`src/rtl/sha_ctrl_fsm_if.sv`:
```
// Bundles the command, hash-core and transmitter signals of the SHA controller.
// The controller takes the slave modport; the command/hash/UART side takes master.
interface sha_ctrl_fsm_if #(
    parameter int SEND_W = 256,
    parameter int CNT_W  = 8
);
    logic                  cmd_valid;
    logic [7:0]            Command;
    logic [2*SEND_W-1:0]   chunk;
    logic [SEND_W-1:0]     digest;
    logic                  DigestReady;
    logic                  DigestTransmitted;
    logic                  hash_start;
    logic                  hash_init;
    logic                  transmit_start;
    logic [SEND_W-1:0]     send;
    logic                  busy;
    logic [CNT_W-1:0]      chunk_count;
    logic [2:0]            err_flags;

    modport master (
        output cmd_valid, Command, chunk, digest, DigestReady, DigestTransmitted,
        input  hash_start, hash_init, transmit_start, send, busy, chunk_count, err_flags
    );

    modport slave (
        input  cmd_valid, Command, chunk, digest, DigestReady, DigestTransmitted,
        output hash_start, hash_init, transmit_start, send, busy, chunk_count, err_flags
    );
endinterface

```
`src/rtl/sha_ctrl_fsm.sv`:
```
// Command sequencer between a UART receiver, a SHA hash core and a UART transmitter.
// Define SHA_CTRL_STATUS_EN to enable the 0x06 status-readout command.
//
// state       | meaning
// ------------+-------------------------------------------------------------
// S_IDLE      | waiting for a command strobe; the only state that decodes
// S_HASH_GO   | hash_start pulse; timeout timer loaded
// S_HASH_WAIT | waiting for DigestReady rising edge or timer terminal count
// S_TX_GO     | transmit_start pulse; send already loaded
// S_TX_WAIT   | waiting for DigestTransmitted
module sha_ctrl_fsm #(
    parameter int SEND_W    = 256,
    parameter int CNT_W     = 8,
    parameter int TIMEOUT   = 1024,
    parameter int AUTO_SEND = 1
) (
    input  logic          Clk,
    input  logic          Reset,
    sha_ctrl_fsm_if.slave bus
);
    localparam int TMR_W = $clog2(TIMEOUT + 1);

    localparam logic [7:0] CMD_CLEAR  = 8'h00;
    localparam logic [7:0] CMD_START  = 8'h01;
    localparam logic [7:0] CMD_DIGEST = 8'h02;
    localparam logic [7:0] CMD_HI     = 8'h03;
    localparam logic [7:0] CMD_LO     = 8'h04;
    localparam logic [7:0] CMD_CONT   = 8'h05;
`ifdef SHA_CTRL_STATUS_EN
    localparam logic [7:0] CMD_STATUS = 8'h06;
`endif

    typedef enum logic [2:0] {
        S_IDLE,
        S_HASH_GO,
        S_HASH_WAIT,
        S_TX_GO,
        S_TX_WAIT
    } state_t;

    state_t              state_q, state_nxt;
    logic [SEND_W-1:0]   send_q, send_nxt;
    logic                hinit_q, hinit_nxt;
    logic [CNT_W-1:0]    cnt_q, cnt_nxt;
    logic [2:0]          err_q, err_nxt;
    logic [TMR_W-1:0]    tmr_q, tmr_nxt;
    logic                dr_q;
    logic                dr_edge;

    // dr_q tracks DigestReady in every state, so a level already high when
    // HASH_WAIT is entered never looks like a fresh edge.
    assign dr_edge = (state_q == S_HASH_WAIT) && bus.DigestReady && !dr_q;

    always_ff @(posedge Clk) begin
        if (Reset) begin
            state_q <= S_IDLE;
            send_q  <= '0;
            hinit_q <= 1'b0;
            cnt_q   <= '0;
            err_q   <= '0;
            tmr_q   <= '0;
            dr_q    <= 1'b0;
        end else begin
            state_q <= state_nxt;
            send_q  <= send_nxt;
            hinit_q <= hinit_nxt;
            cnt_q   <= cnt_nxt;
            err_q   <= err_nxt;
            tmr_q   <= tmr_nxt;
            dr_q    <= bus.DigestReady;
        end
    end

    always_comb begin
        state_nxt = state_q;
        send_nxt  = send_q;
        hinit_nxt = hinit_q;
        cnt_nxt   = cnt_q;
        err_nxt   = err_q;
        tmr_nxt   = tmr_q;

        case (state_q)
            S_IDLE: begin
                if (bus.cmd_valid) begin
                    case (bus.Command)
                        CMD_CLEAR: err_nxt = '0;
                        CMD_START: begin
                            hinit_nxt = 1'b1;
                            cnt_nxt   = '0;
                            state_nxt = S_HASH_GO;
                        end
                        CMD_CONT: begin
                            hinit_nxt = 1'b0;
                            state_nxt = S_HASH_GO;
                        end
                        CMD_DIGEST: begin
                            send_nxt  = bus.digest;
                            state_nxt = S_TX_GO;
                        end
                        CMD_HI: begin
                            send_nxt  = bus.chunk[2*SEND_W-1:SEND_W];
                            state_nxt = S_TX_GO;
                        end
                        CMD_LO: begin
                            send_nxt  = bus.chunk[SEND_W-1:0];
                            state_nxt = S_TX_GO;
                        end
`ifdef SHA_CTRL_STATUS_EN
                        CMD_STATUS: begin
                            send_nxt  = SEND_W'({err_q, cnt_q});
                            state_nxt = S_TX_GO;
                        end
`endif
                        default: err_nxt[0] = 1'b1;
                    endcase
                end
            end
            S_HASH_GO: begin
                tmr_nxt   = TMR_W'(TIMEOUT);
                state_nxt = S_HASH_WAIT;
            end
            S_HASH_WAIT: begin
                if (dr_edge) begin
                    if (cnt_q != '1)
                        cnt_nxt = cnt_q + CNT_W'(1);
                    tmr_nxt = '0;
                    if (AUTO_SEND != 0) begin
                        send_nxt  = bus.digest;
                        state_nxt = S_TX_GO;
                    end else begin
                        state_nxt = S_IDLE;
                    end
                end else if (tmr_q <= TMR_W'(1)) begin
                    // Terminal count: this is the last permitted HASH_WAIT cycle.
                    err_nxt[2] = 1'b1;
                    tmr_nxt    = '0;
                    state_nxt  = S_IDLE;
                end else begin
                    tmr_nxt = tmr_q - TMR_W'(1);
                end
            end
            S_TX_GO: state_nxt = S_TX_WAIT;
            S_TX_WAIT: begin
                if (bus.DigestTransmitted)
                    state_nxt = S_IDLE;
            end
            default: state_nxt = S_IDLE;
        endcase

        if (bus.cmd_valid && (state_q != S_IDLE))
            err_nxt[1] = 1'b1;
    end

    assign bus.hash_start     = (state_q == S_HASH_GO);
    assign bus.hash_init      = hinit_q;
    assign bus.transmit_start = (state_q == S_TX_GO);
    assign bus.send           = send_q;
    assign bus.busy           = (state_q != S_IDLE);
    assign bus.chunk_count    = cnt_q;
    assign bus.err_flags      = err_q;
endmodule

```
`src/flat_wrapper.sv`:
```
// flat-port wrapper written by rule: the top's interface ports become plain ports
module sha_ctrl_fsm_flat 
#(
    parameter int SEND_W    = 256,
    parameter int CNT_W     = 8,
    parameter int TIMEOUT   = 1024,
    parameter int AUTO_SEND = 1
)
  (Clk, Reset, bus_cmd_valid, bus_Command, bus_chunk, bus_digest, bus_DigestReady, bus_DigestTransmitted, bus_hash_start, bus_hash_init, bus_transmit_start, bus_send, bus_busy, bus_chunk_count, bus_err_flags);
  sha_ctrl_fsm_if #(.SEND_W(SEND_W), .CNT_W(CNT_W)) bus_i ();
  input  logic Clk;
  input  logic Reset;
  input wire logic [$bits(bus_i.cmd_valid)-1:0] bus_cmd_valid;
  input wire logic [$bits(bus_i.Command)-1:0] bus_Command;
  input wire logic [$bits(bus_i.chunk)-1:0] bus_chunk;
  input wire logic [$bits(bus_i.digest)-1:0] bus_digest;
  input wire logic [$bits(bus_i.DigestReady)-1:0] bus_DigestReady;
  input wire logic [$bits(bus_i.DigestTransmitted)-1:0] bus_DigestTransmitted;
  output wire logic [$bits(bus_i.hash_start)-1:0] bus_hash_start;
  output wire logic [$bits(bus_i.hash_init)-1:0] bus_hash_init;
  output wire logic [$bits(bus_i.transmit_start)-1:0] bus_transmit_start;
  output wire logic [$bits(bus_i.send)-1:0] bus_send;
  output wire logic [$bits(bus_i.busy)-1:0] bus_busy;
  output wire logic [$bits(bus_i.chunk_count)-1:0] bus_chunk_count;
  output wire logic [$bits(bus_i.err_flags)-1:0] bus_err_flags;
  assign bus_i.cmd_valid = bus_cmd_valid;
  assign bus_i.Command = bus_Command;
  assign bus_i.chunk = bus_chunk;
  assign bus_i.digest = bus_digest;
  assign bus_i.DigestReady = bus_DigestReady;
  assign bus_i.DigestTransmitted = bus_DigestTransmitted;
  assign bus_hash_start = bus_i.hash_start;
  assign bus_hash_init = bus_i.hash_init;
  assign bus_transmit_start = bus_i.transmit_start;
  assign bus_send = bus_i.send;
  assign bus_busy = bus_i.busy;
  assign bus_chunk_count = bus_i.chunk_count;
  assign bus_err_flags = bus_i.err_flags;
  sha_ctrl_fsm #(.SEND_W(SEND_W), .CNT_W(CNT_W), .TIMEOUT(TIMEOUT), .AUTO_SEND(AUTO_SEND)) u_core (.Clk(Clk), .Reset(Reset), .bus(bus_i));
endmodule
```
`config.mk`:
```
export PLATFORM = sky130hd
export DESIGN_NAME = sha_ctrl_fsm_flat
export DESIGN_NICKNAME = d
export VERILOG_FILES = /design/src/rtl/sha_ctrl_fsm_if.sv /design/src/rtl/sha_ctrl_fsm.sv /design/src/flat_wrapper.sv
export SDC_FILE = /design/constraint.sdc
export NUM_CORES = 1
export LEC_CHECK = 0
export BUFFER_PORTS_ARGS = -buffer_cell sky130_fd_sc_hd__buf_2
export CAP_MARGIN = 20
export CORE_AREA = 8 8 400 402
export CTS_CLUSTER_SIZE = 10
export DETAILED_ROUTE_END_ITERATION = 16
export DIE_AREA = 0 0 408 410
export PLACE_DENSITY_LB_ADDON = 0.25
export SLEW_MARGIN = 10
export SYNTH_ARGS = -nofsm -noshare
export SYNTH_HDL_FRONTEND = slang
export SYNTH_SLANG_ARGS = --single-unit
```
`constraint.sdc`:
```
create_clock -name Clk -period 2.9 [get_ports Clk]
set_input_delay 0.58 -clock Clk [delete_from_list [all_inputs] [get_ports Clk]]
set_output_delay 0.58 -clock Clk [all_outputs]
set_load 0.05 [all_outputs]
```
==> results.json, run 1 <==
{
  "slew_viol_final": 0,
  "ys_seq_elements": 283,
  "final_cells": 4748,
  "yosys_warnings": 0,
  "synthArstFlopShare_pct": 0,
  "post-route-min-period_ns": 2.612,
  "worstSkewPairLatency_ns": 0.57,
  "grt_max_degree": 116,
  "rows": 144,
  "worstHoldEndpoint": "u_core.dr_q",
  "area_growth_pct": 58.25,
  "crit_required_ns": 3.34,
  "overflow": 0,
  "antenna_found_initial": 17,
  "startpoint_type": "flop",
  "ctsHoldBuffers": 0,
  "n_fill_cell": 17393,
  "grt_pass1_vias": 19629,
  "drtIter0Drc": 2382,
  "hold_viol": 0,
  "worst_pin_slew_ns": 0.8983,
  "max_stage_delay_ns": 0.60,
  "final_core_util_pct": 16.84,
  "cts_resized": 0,
  "reg2reg_from": "u_core.state_q[1]",
  "power_density_mw_per_mm2": 384.3,
  "gp_congestion": 0.8335,
  "status": "complete, no violations",
  "min-delay-start": "bus_DigestReady",
  "dieArea_mm2": 0.1673,
  "fp.dieH_um": 410,
  "hold-worst-slack_ns": 0.2553,
  "gr-usage-all-layers_pct": 12.60,
  "reg2reg_slack_ns": 0.29,
  "slew_headroom_pct": 40.11,
  "design.core.area_mm2": 0.1533,
  "multi_input_area_mm2": 0.008727,
  "htree_levels": 2,
  "cts_sinks": 283,
  "port_buffers": 1051,
  "numCtsBuffers": 38,
  "syn_inst": 1691,
  "ioPinCount": 1052,
  "start_util_pct": 10.64,
  "place_inst": 4680,
  "drive_above_1_share_pct": 53.63,
  "critical_path_buf_inv_count": 2,
  "critPathTopFamily": "simple AND/OR/NAND/NOR gates",
  "crit_type": "reg -> reg",
  "fin_ws_ns": 0.2882,
  "fmax_mhz": 382.9,
  "crit_fanout": 115,
  "finalNetCount": 3460,
  "clkSlewWorstSetupHoldPaths_ns": 0.06,
  "grt_pass1_wl_mm": 155.5,
  "cp_slowest_cell": "a222oi_1",
  "r2r_cells": 6,
  "hp-class": "in -> reg",
  "area.sequential_mm2": 0.005665,
  "avgSynthCellArea_um2": 9.648,
  "viasPerCell": 4.050,
  "root_buffer": "clkbuf_16",
  "die_width_um": 408,
  "vias": 19228,
  "post-place-ws_ns": -0.2257,
  "setup_viol": 0,
  "antenna_left": 0,
  "drtPass1Iterations": 7,
  "drv_cap": 0,
  "finalClockSkew_ns": 0.01919,
  "power.total_mw": 9.922,
  "vdd_drop_max_mv": 0.3857,
  "rsz0062_at_grt": "no",
  "wl_per_cell_um": 23.94,
  "r2r_end": "u_core.bus.send[167]",
  "hold_depth": 2,
  "netlist_area_mm2": 0.01631,
  "syn_nets": 2475,
  "cts_buffer_depth": 3,
  "crit_chain": "nor3b_2, nand2_4, buf_12, a222oi_1, buf_4, a211oi_2",
  "cts_tree": "built",
  "synthFlopType": "dfxtp_1",
  "synth_cell_types": 56,
  "p_leak_nw": 11.15,
  "wirelength_mm": 113.7,
  "synth_edf_count": 0,
  "endpoint_kind": "flop",
  "finalCritPeriodShare_pct": 90.06,
  "drcViolationCount": 0,
  "postCtsSetupRepairBufs": 0,
  "cp.arrival_ns": 3.05,
  "synth_seq_area_share_pct": 34.73,
  "hpwl_mm": 93.83
}
final cells by class:
class	instances	share of cell area, %
Antenna cell	6	0.05816
Clock buffer	52	4.250
Clock inverter	10	0.3005
Inverter	270	3.926
Multi-Input combinational cell	903	33.80
Sequential cell	283	21.94
Tap cell	2044	9.906
Timing Repair Buffer	1180	25.81
stage by stage:
step	area (µm²)	setup TNS, ns
floorplan	16310	0
global placement	24630	-0.3809
detailed placement	24630	-0.3803
CTS	25800	0
global route	25800	0
finish	25820	0
registers in the layout, summed over array words and instances, names as in the netlist:
register and count:
u_core.bus.chunk_count 8, u_core.bus.err_flags 3, u_core.bus.hash_init 1, u_core.bus.send 256, u_core.dr_q 1, u_core.state_q 3, u_core.tmr_q 11
layer usage:
metal	vias up	global-route usage, %	part of all wire, %
met4	6	2.251	1.6
li1	8837	-	-
met2	862	22.67	51
met3	96	3.026	6.9
met5	-	0	0.035
met1	9427	15.33	41
how the worst max path moves through the flow:
stage	end	cells past startpoint	from	slack [ns]
finish	u_core.bus.send[167]	6	u_core.state_q[1]	0.29
floorplan	u_core.bus.send[10]	6	bus_Command[5]	0.73
detailed placement	u_core.bus.send[152]	7	bus_Command[2]	-0.23
global route	u_core.bus.send[152]	6	u_core.state_q[1]	0.08
CTS	u_core.bus.send[152]	6	u_core.state_q[1]	0.08
global placement	u_core.bus.send[152]	7	bus_Command[2]	-0.22
power by group:
| part | total (mW) | switching (mW) | internal [mW] |
|---|---|---|---|
| sequential | 3.93 | 0.0138 | 3.91 |
| clock | 4.64 | 1.93 | 2.71 |
| combinational | 1.35 | 0.726 | 0.629 |
layout by cell type (no fill, tap or decap), drive strengths merged, types with 3 or more instances in the layout:
cell type / n
buf: 1180
dfxtp: 283
inv: 270
a211oi: 265
a22o: 256
a222oi: 256
clkbuf: 52
nand3: 10
nand2: 10
nor2: 9
clkinv: 8
o21ai: 7
diode: 6
nand4: 6
a21oi: 6
or3: 6
nor3: 5
nor2b: 4
a31oi: 4
o31ai: 4
nor4: 4
or4: 4
o2111ai: 4
mux2i: 3
ha: 3
and2: 3
cell usage after synthesis, types with 3 or more instances:
master,instances,share of area (%)
o21ai_0,7,0.21
buf_6,3,0.21
mux2i_1,3,0.18
buf_1,3,0.069
o31ai_1,4,0.18
clkbuf_1,183,4.2
a211oi_1,65,3.0
or4_1,3,0.14
dfxtp_1,283,35
a21oi_1,6,0.18
a211oi_2,200,15
and2_1,3,0.12
o2111ai_1,4,0.21
buf_4,3,0.14
ha_1,3,0.23
nor2_1,9,0.21
buf_2,43,1.3
nand4_1,6,0.23
nor4_1,3,0.12
nand3_1,10,0.31
nand2_1,10,0.23
inv_1,270,6.2
a222oi_1,256,16
a22o_1,256,14
or3_1,6,0.23
nor2b_1,4,0.15
nor3_1,4,0.12
a31oi_1,4,0.15
cell families (layout without fill, tap and decap cells):
logic type      count (synthesis)  count (layout)  synth area share [%]
other cells                     0               6                     0
compound gates                821             821                 49.74
xor+xnor                        3               3                0.1611
mux                             3               3                0.1841
buf+inv                       505            1512                 12.16
flops                         283             283                 34.73
fa+ha+maj                       3               3                0.2301
simple gates                   73              73                 2.799
Note: power is estimated with default switching activity, not from simulation.
==> run 2, diff against run 1 <==
--- a/config.mk
+++ b/config.mk
@@ -7,10 +7,12 @@
 export LEC_CHECK = 0
 export BUFFER_PORTS_ARGS = -buffer_cell sky130_fd_sc_hd__buf_2
 export CAP_MARGIN = 20
-export CORE_AREA = 8 8 400 402
+export CELL_PAD_IN_SITES_DETAIL_PLACEMENT = 1
+export CELL_PAD_IN_SITES_GLOBAL_PLACEMENT = 2
+export CORE_AREA = 8 8 407 409
 export CTS_CLUSTER_SIZE = 10
 export DETAILED_ROUTE_END_ITERATION = 16
-export DIE_AREA = 0 0 408 410
+export DIE_AREA = 0 0 415 417
 export PLACE_DENSITY_LB_ADDON = 0.25
 export SLEW_MARGIN = 10
 export SYNTH_ARGS = -nofsm -noshare
==> run 2 against run 1 <==
Critical path depth stayed put. Combinational power is 7% higher. Critical path type unchanged. Critical endpoint unchanged. Highest routed layer is now met4. Via count is 2.7% higher.
==> results.json, run 2 (same netlist as run 1, synthesis figures left out) <==
{
  "wl_per_cell_um": 27.49,
  "design.core.area_mm2": 0.1593,
  "clkSlewWorstSetupHoldPaths_ns": 0.05,
  "drtIter0Drc": 2165,
  "endpoint_kind": "flop",
  "r2r_end": "u_core.bus.send[167]",
  "fp.dieH_um": 417,
  "p_leak_nw": 11.88,
  "reg2reg_slack_ns": 0.31,
  "finalNetCount": 3567,
  "design_area_mm2": 0.02715,
  "grt_max_degree": 86,
  "area.sequential_mm2": 0.005665,
  "cts_buffer_depth": 3,
  "cts_tree": "built",
  "finalClockSkew_ns": 0.01402,
  "htree_levels": 2,
  "antenna_left": 0,
  "status": "complete, no violations",
  "port_buffers": 1051,
  "worst_pin_slew_ns": 0.6896,
  "grt_pass1_wl_mm": 180.3,
  "worstHoldEndpoint": "u_core.dr_q",
  "root_buffer": "clkbuf_16",
  "post-place-ws_ns": -0.2231,
  "rsz0062_at_grt": "no",
  "placed_cell_area_mm2": 0.02565,
  "largest_reg_flops": 256,
  "antenna_found_initial": 36,
  "power.total_mw": 10.93,
  "multi_input_area_mm2": 0.008727,
  "p_sw_mw": 2.968,
  "die_width_um": 415,
  "postCtsSetupRepairBufs": 0,
  "vdd_drop_max_mv": 0.2977,
  "drcViolationCount": 0,
  "slew_viol_final": 0,
  "slew_headroom_pct": 53.82,
  "max_stage_delay_ns": 0.62,
  "vias": 19755,
  "power_density_mw_per_mm2": 402.5,
  "min-delay-start": "bus_DigestReady",
  "r2r_cells": 6,
  "crit_required_ns": 3.34,
  "cts_resized": 0,
  "crit_chain": "or3b_1, o2111ai_4, buf_12, buf_12, a222oi_1, a211oi_2",
  "hp-class": "in -> reg",
  "drtPass1Iterations": 8,
  "hpwl_mm": 112.4,
  "reg2reg_from": "u_core.state_q[0]",
  "cp.arrival_ns": 3.03,
  "drive_above_1_share_pct": 55.61,
  "setup_viol": 0,
  "ioPinCount": 1052,
  "gp_congestion": 0.8052,
  "crit_fanout": 77,
  "drv_cap": 0,
  "dieArea_mm2": 0.1731,
  "crit_type": "reg -> reg",
  "clkPwrFrac_pct": 50.7,
  "seq_power_share_pct": 36.0,
  "finalSetupTns_ns": 0,
  "fin_ws_ns": 0.3104,
  "startpoint_type": "flop",
  "numCtsBuffers": 42,
  "swShare_pct": 27.16,
  "final_cell_mix": "buf_2 (1050), dfxtp_1 (283), inv_1 (270), a22o_1 (256), a222oi_1 (256)",
  "wirelength_mm": 135.1,
  "ctsHoldBuffers": 0,
  "comb_power_share_pct": 13.3,
  "rows": 147,
  "grt_pass1_vias": 20941,
  "gr-usage-all-layers_pct": 14.58,
  "finalCritPeriodShare_pct": 89.30,
  "hold_depth": 2,
  "area_growth_pct": 66.40,
  "overflow": 0,
  "post-route-min-period_ns": 2.590,
  "internal_power_mw": 7.960,
  "final_common_cell": "buf_2",
  "viasPerCell": 4.020,
  "cts_sinks": 283,
  "cp_slowest_cell": "a222oi_1",
  "n_fill_cell": 18898,
  "hold_viol": 0,
  "worstSkewPairLatency_ns": 0.58,
  "fmax_mhz": 386.2,
  "start_util_pct": 10.24,
  "cp_common_cell": "buf_12"
}
==> run 2: changes by cell type in the layout (fill, tap and decap cells not counted), sizes merged <==
cell / change
clkinv: +1
buf: +103
clkbuf: +12
diode: +6
bufinv: +2
==> run 2: area by class of cell <==
| cell class | count | area share (%) |
|---|---|---|
| clock inverters | 13 | 0.5392 |
| well taps | 2086 | 9.614 |
| clock buffers | 64 | 4.853 |
| diodes | 12 | 0.1106 |
| multi-input cells | 903 | 32.15 |
| flip-flops and latches | 283 | 20.87 |
| repair buffers | 1283 | 28.13 |
| inverters | 270 | 3.733 |
==> run 2: how the worst max path moves through the flow <==
| stage | from | slack (ns) | cells after the start | to |
|---|---|---|---|---|
| after floorplan | bus_Command[5] | 0.73 | 6 | u_core.bus.send[10] |
| after global placement | bus_Command[5] | -0.22 | 8 | u_core.bus.send[167] |
| after detailed placement | bus_Command[5] | -0.22 | 8 | u_core.bus.send[167] |
| after CTS | u_core.state_q[0] | 0.33 | 3 | bus_busy |
| after global routing | u_core.state_q[0] | 0.18 | 6 | u_core.bus.send[167] |
| final | u_core.state_q[0] | 0.31 | 6 | u_core.bus.send[167] |
==> run 2: per-layer routing <==
metal	wire, µm	up-vias	global-route usage (%)
li1	-	9065	-
met1	55200	9850	17.62
met3	9536	125	4.094
met4	2471	0	2.974
met5	0	-	0
met2	67890	715	25.79
==> run 2: power groups by stage <==
| stage | Combinational (mW) | Clock, mW | Sequential (mW) |
|---|---|---|---|
| after floorplan | 0.409 | 0 | 4.09 |
| after global placement | 1.47 | 0 | 4.02 |
| after detailed placement | 1.47 | 0 | 4.02 |
| after CTS | 1.47 | 5.85 | 3.93 |
| after global routing | 1.54 | 5.94 | 3.93 |
| final | 1.45 | 5.54 | 3.93 |
==> run 2: stage by stage <==
| step | utilization, % | std cells | hold WS, ns |
|---|---|---|---|
| 2_1_floorplan | - | 1691 | 0.4673 |
| 3_3_place_gp | 16.11 | 4825 | 0.4403 |
| 3_5_place_dp | 16.11 | 4825 | 0.4436 |
| 4_1_cts | 17.02 | 4902 | 0.1544 |
| 5_1_grt | 17.04 | 4910 | 0.2030 |
| 6_report | 17.04 | 4914 | 0.2329 |
==> run 2: critical path, delay by kind of cell, from the launching register on <==
kind                   cells  cell delay [ns]
AOI/OAI and AO/OA          3             0.92
and+or+nand+nor            1             0.35
buffers and inverters      2             0.48
DFF                        1             0.56
==> run 3, diff against run 2 <==
==> constraint.sdc (replaced) <==
create_clock -name Clk -period 3.3 [get_ports Clk]
set_input_delay 0.66 -clock Clk [delete_from_list [all_inputs] [get_ports Clk]]
set_output_delay 0.66 -clock Clk [all_outputs]
set_load 0.05 [all_outputs]
==> run 3 against run 2 <==
Sequential share of layout area up 0.60 points. Die area unchanged. Non-clock buffer count down 87. Global-route usage up 0.29 points. Register-to-register slack better by 0.53 ns. Count of clock-buffer cells in the layout up 5. Power down 12%. Utilization down 0.48 points. Sequential cell count unchanged. Clock power down 10%. Combinational power down 14%. Wire length up 1.7%. Highest routed layer is now met5.
==> results.json, run 3 (same netlist as run 1, synthesis figures left out) <==
{
  "cp-endpoint": "bus_busy",
  "fp.dieH_um": 417,
  "drtIter0Drc": 1911,
  "startpoint_type": "flop",
  "dieArea_mm2": 0.1731,
  "cts_tree": "built",
  "final_cell_mix": "buf_2 (1050), dfxtp_1 (283), inv_1 (270), a22o_1 (256), a222oi_1 (256)",
  "post-route-min-period_ns": 2.617,
  "crit_fanout": 8,
  "reg2reg_from": "u_core.state_q[2]",
  "cts_sinks": 283,
  "port_buffers": 1051,
  "power_density_mw_per_mm2": 366.2,
  "rsz0062_at_grt": "no",
  "finalClockSkew_ns": 0.03694,
  "drcViolationCount": 0,
  "vdd_drop_max_mv": 0.3465,
  "finalSetupTns_ns": 0,
  "setup_viol": 0,
  "antenna_found_initial": 30,
  "crit_type": "reg -> out",
  "postCtsSetupRepairBufs": 0,
  "gp_congestion": 0.8186,
  "r2r_cells": 6,
  "area_growth_pct": 61.75,
  "reg2reg_slack_ns": 0.84,
  "root_buffer": "clkbuf_16",
  "grt_pass1_vias": 20864,
  "finalNetCount": 3483,
  "cts_resized": 0,
  "die_width_um": 415,
  "fmax_mhz": 382.1,
  "antenna_left": 0,
  "worst_pin_slew_ns": 0.7156,
  "drv_cap": 0,
  "numCtsBuffers": 45,
  "grt_max_degree": 83,
  "cts_buffer_depth": 3,
  "design.core.area_mm2": 0.1593,
  "ioPinCount": 1052,
  "drtPass1Iterations": 9,
  "finalCritPeriodShare_pct": 79.30,
  "drive_above_1_share_pct": 53.97,
  "viasPerCell": 4.066,
  "overflow": 0,
  "r2r_end": "u_core.bus.send[168]",
  "worstSkewPairLatency_ns": 0.61,
  "hpwl_mm": 112.4,
  "p_leak_nw": 11.39,
  "hp-class": "in -> reg",
  "gr-usage-all-layers_pct": 14.87,
  "start_util_pct": 10.24,
  "grt_pass1_wl_mm": 183.1,
  "wl_per_cell_um": 28.45,
  "hold_viol": 0,
  "crit_required_ns": 2.64,
  "vias": 19647,
  "status": "complete, no violations",
  "ctsHoldBuffers": 0,
  "endpoint_kind": "output port",
  "largest_reg_flops": 256,
  "slew_headroom_pct": 52.29,
  "wirelength_mm": 137.5,
  "cp.arrival_ns": 1.96,
  "cp-startpoint": "u_core.state_q[2]",
  "hold-worst-slack_ns": 0.3014,
  "final_common_cell": "buf_2",
  "slew_viol_final": 0,
  "rows": 147,
  "clkSlewWorstSetupHoldPaths_ns": 0.05,
  "htree_levels": 2
}
## run 3: changes by cell type in the layout (fill, tap and decap cells not counted)
cell        change
buf_4          -77
buf_12         -10
clkbuf_1        +8
clkbuf_8        -5
clkinv_2        -5
clkinvlp_4      +3
clkbuf_16       +2
inv_6           +2
clkinv_4        -1
diode_2         +1
## run 3: how the worst min path moves through the flow
stage | depth (start not counted) | startpoint | slack, ns | end
after floorplan | 2 | u_core.tmr_q[9] | 0.47 | u_core.tmr_q[9]
after global placement | 2 | u_core.bus.send[119] | 0.44 | u_core.bus.send[119]
after detailed placement | 2 | u_core.bus.send[132] | 0.44 | u_core.bus.send[132]
after CTS | 2 | bus_DigestReady | 0.22 | u_core.dr_q
after global routing | 2 | bus_DigestReady | 0.29 | u_core.dr_q
final | 2 | bus_DigestReady | 0.30 | u_core.dr_q
## run 3: per-stage QoR
| step | utilization [%] | instance area [µm²] | cells | power (mW) | setup WS (ns) |
|---|---|---|---|---|---|
| after detailed placement | 15.62 | 24880 | 4738 | 4.782 | 0.2588 |
| after CTS | 16.55 | 26360 | 4819 | 9.946 | 0.5654 |
| after global routing | 16.56 | 26380 | 4829 | 10.11 | 0.5475 |
| after floorplan | - | 16310 | 1691 | 3.953 | 1.051 |
| after global placement | 15.62 | 24880 | 4738 | 4.785 | 0.2670 |
| final | 16.57 | 26390 | 4832 | 9.665 | 0.6831 |
## run 3: routing by layer
layer	GRT usage, %	vias up	part of all wire, %
li1	-	8891	-
met1	17.89	9871	41
met2	26.30	760	50
met3	4.179	123	7.1
met4	3.248	2	1.7
met5	0	-	0.0095
## run 3: cell type report
cell class | count | area (µm²)
fill | 18849 | 132900
multi-input combinational | 903 | 8727
antenna | 13 | 32.53
timing repair buffer | 1196 | 6859
clock inverter | 12 | 152.6
sequential | 283 | 5665
tap | 2086 | 2610
inverter | 270 | 1013
clock buffer | 69 | 1329
## run 3: worst max-delay path, stage by stage (launching register included)
cell	delay [ns]
dfxtp_1	0.42
nor3_1	0.49
inv_1	0.20
buf_2	0.27
## run 3: where the power goes
group | internal [mW] | switching [mW] | leakage [nW] | total (mW)
Clock | 3.00 | 1.97 | 0.711 | 4.97
Combinational | 0.551 | 0.691 | 8.40 | 1.24
Sequential | 3.44 | 0.0145 | 2.28 | 3.45
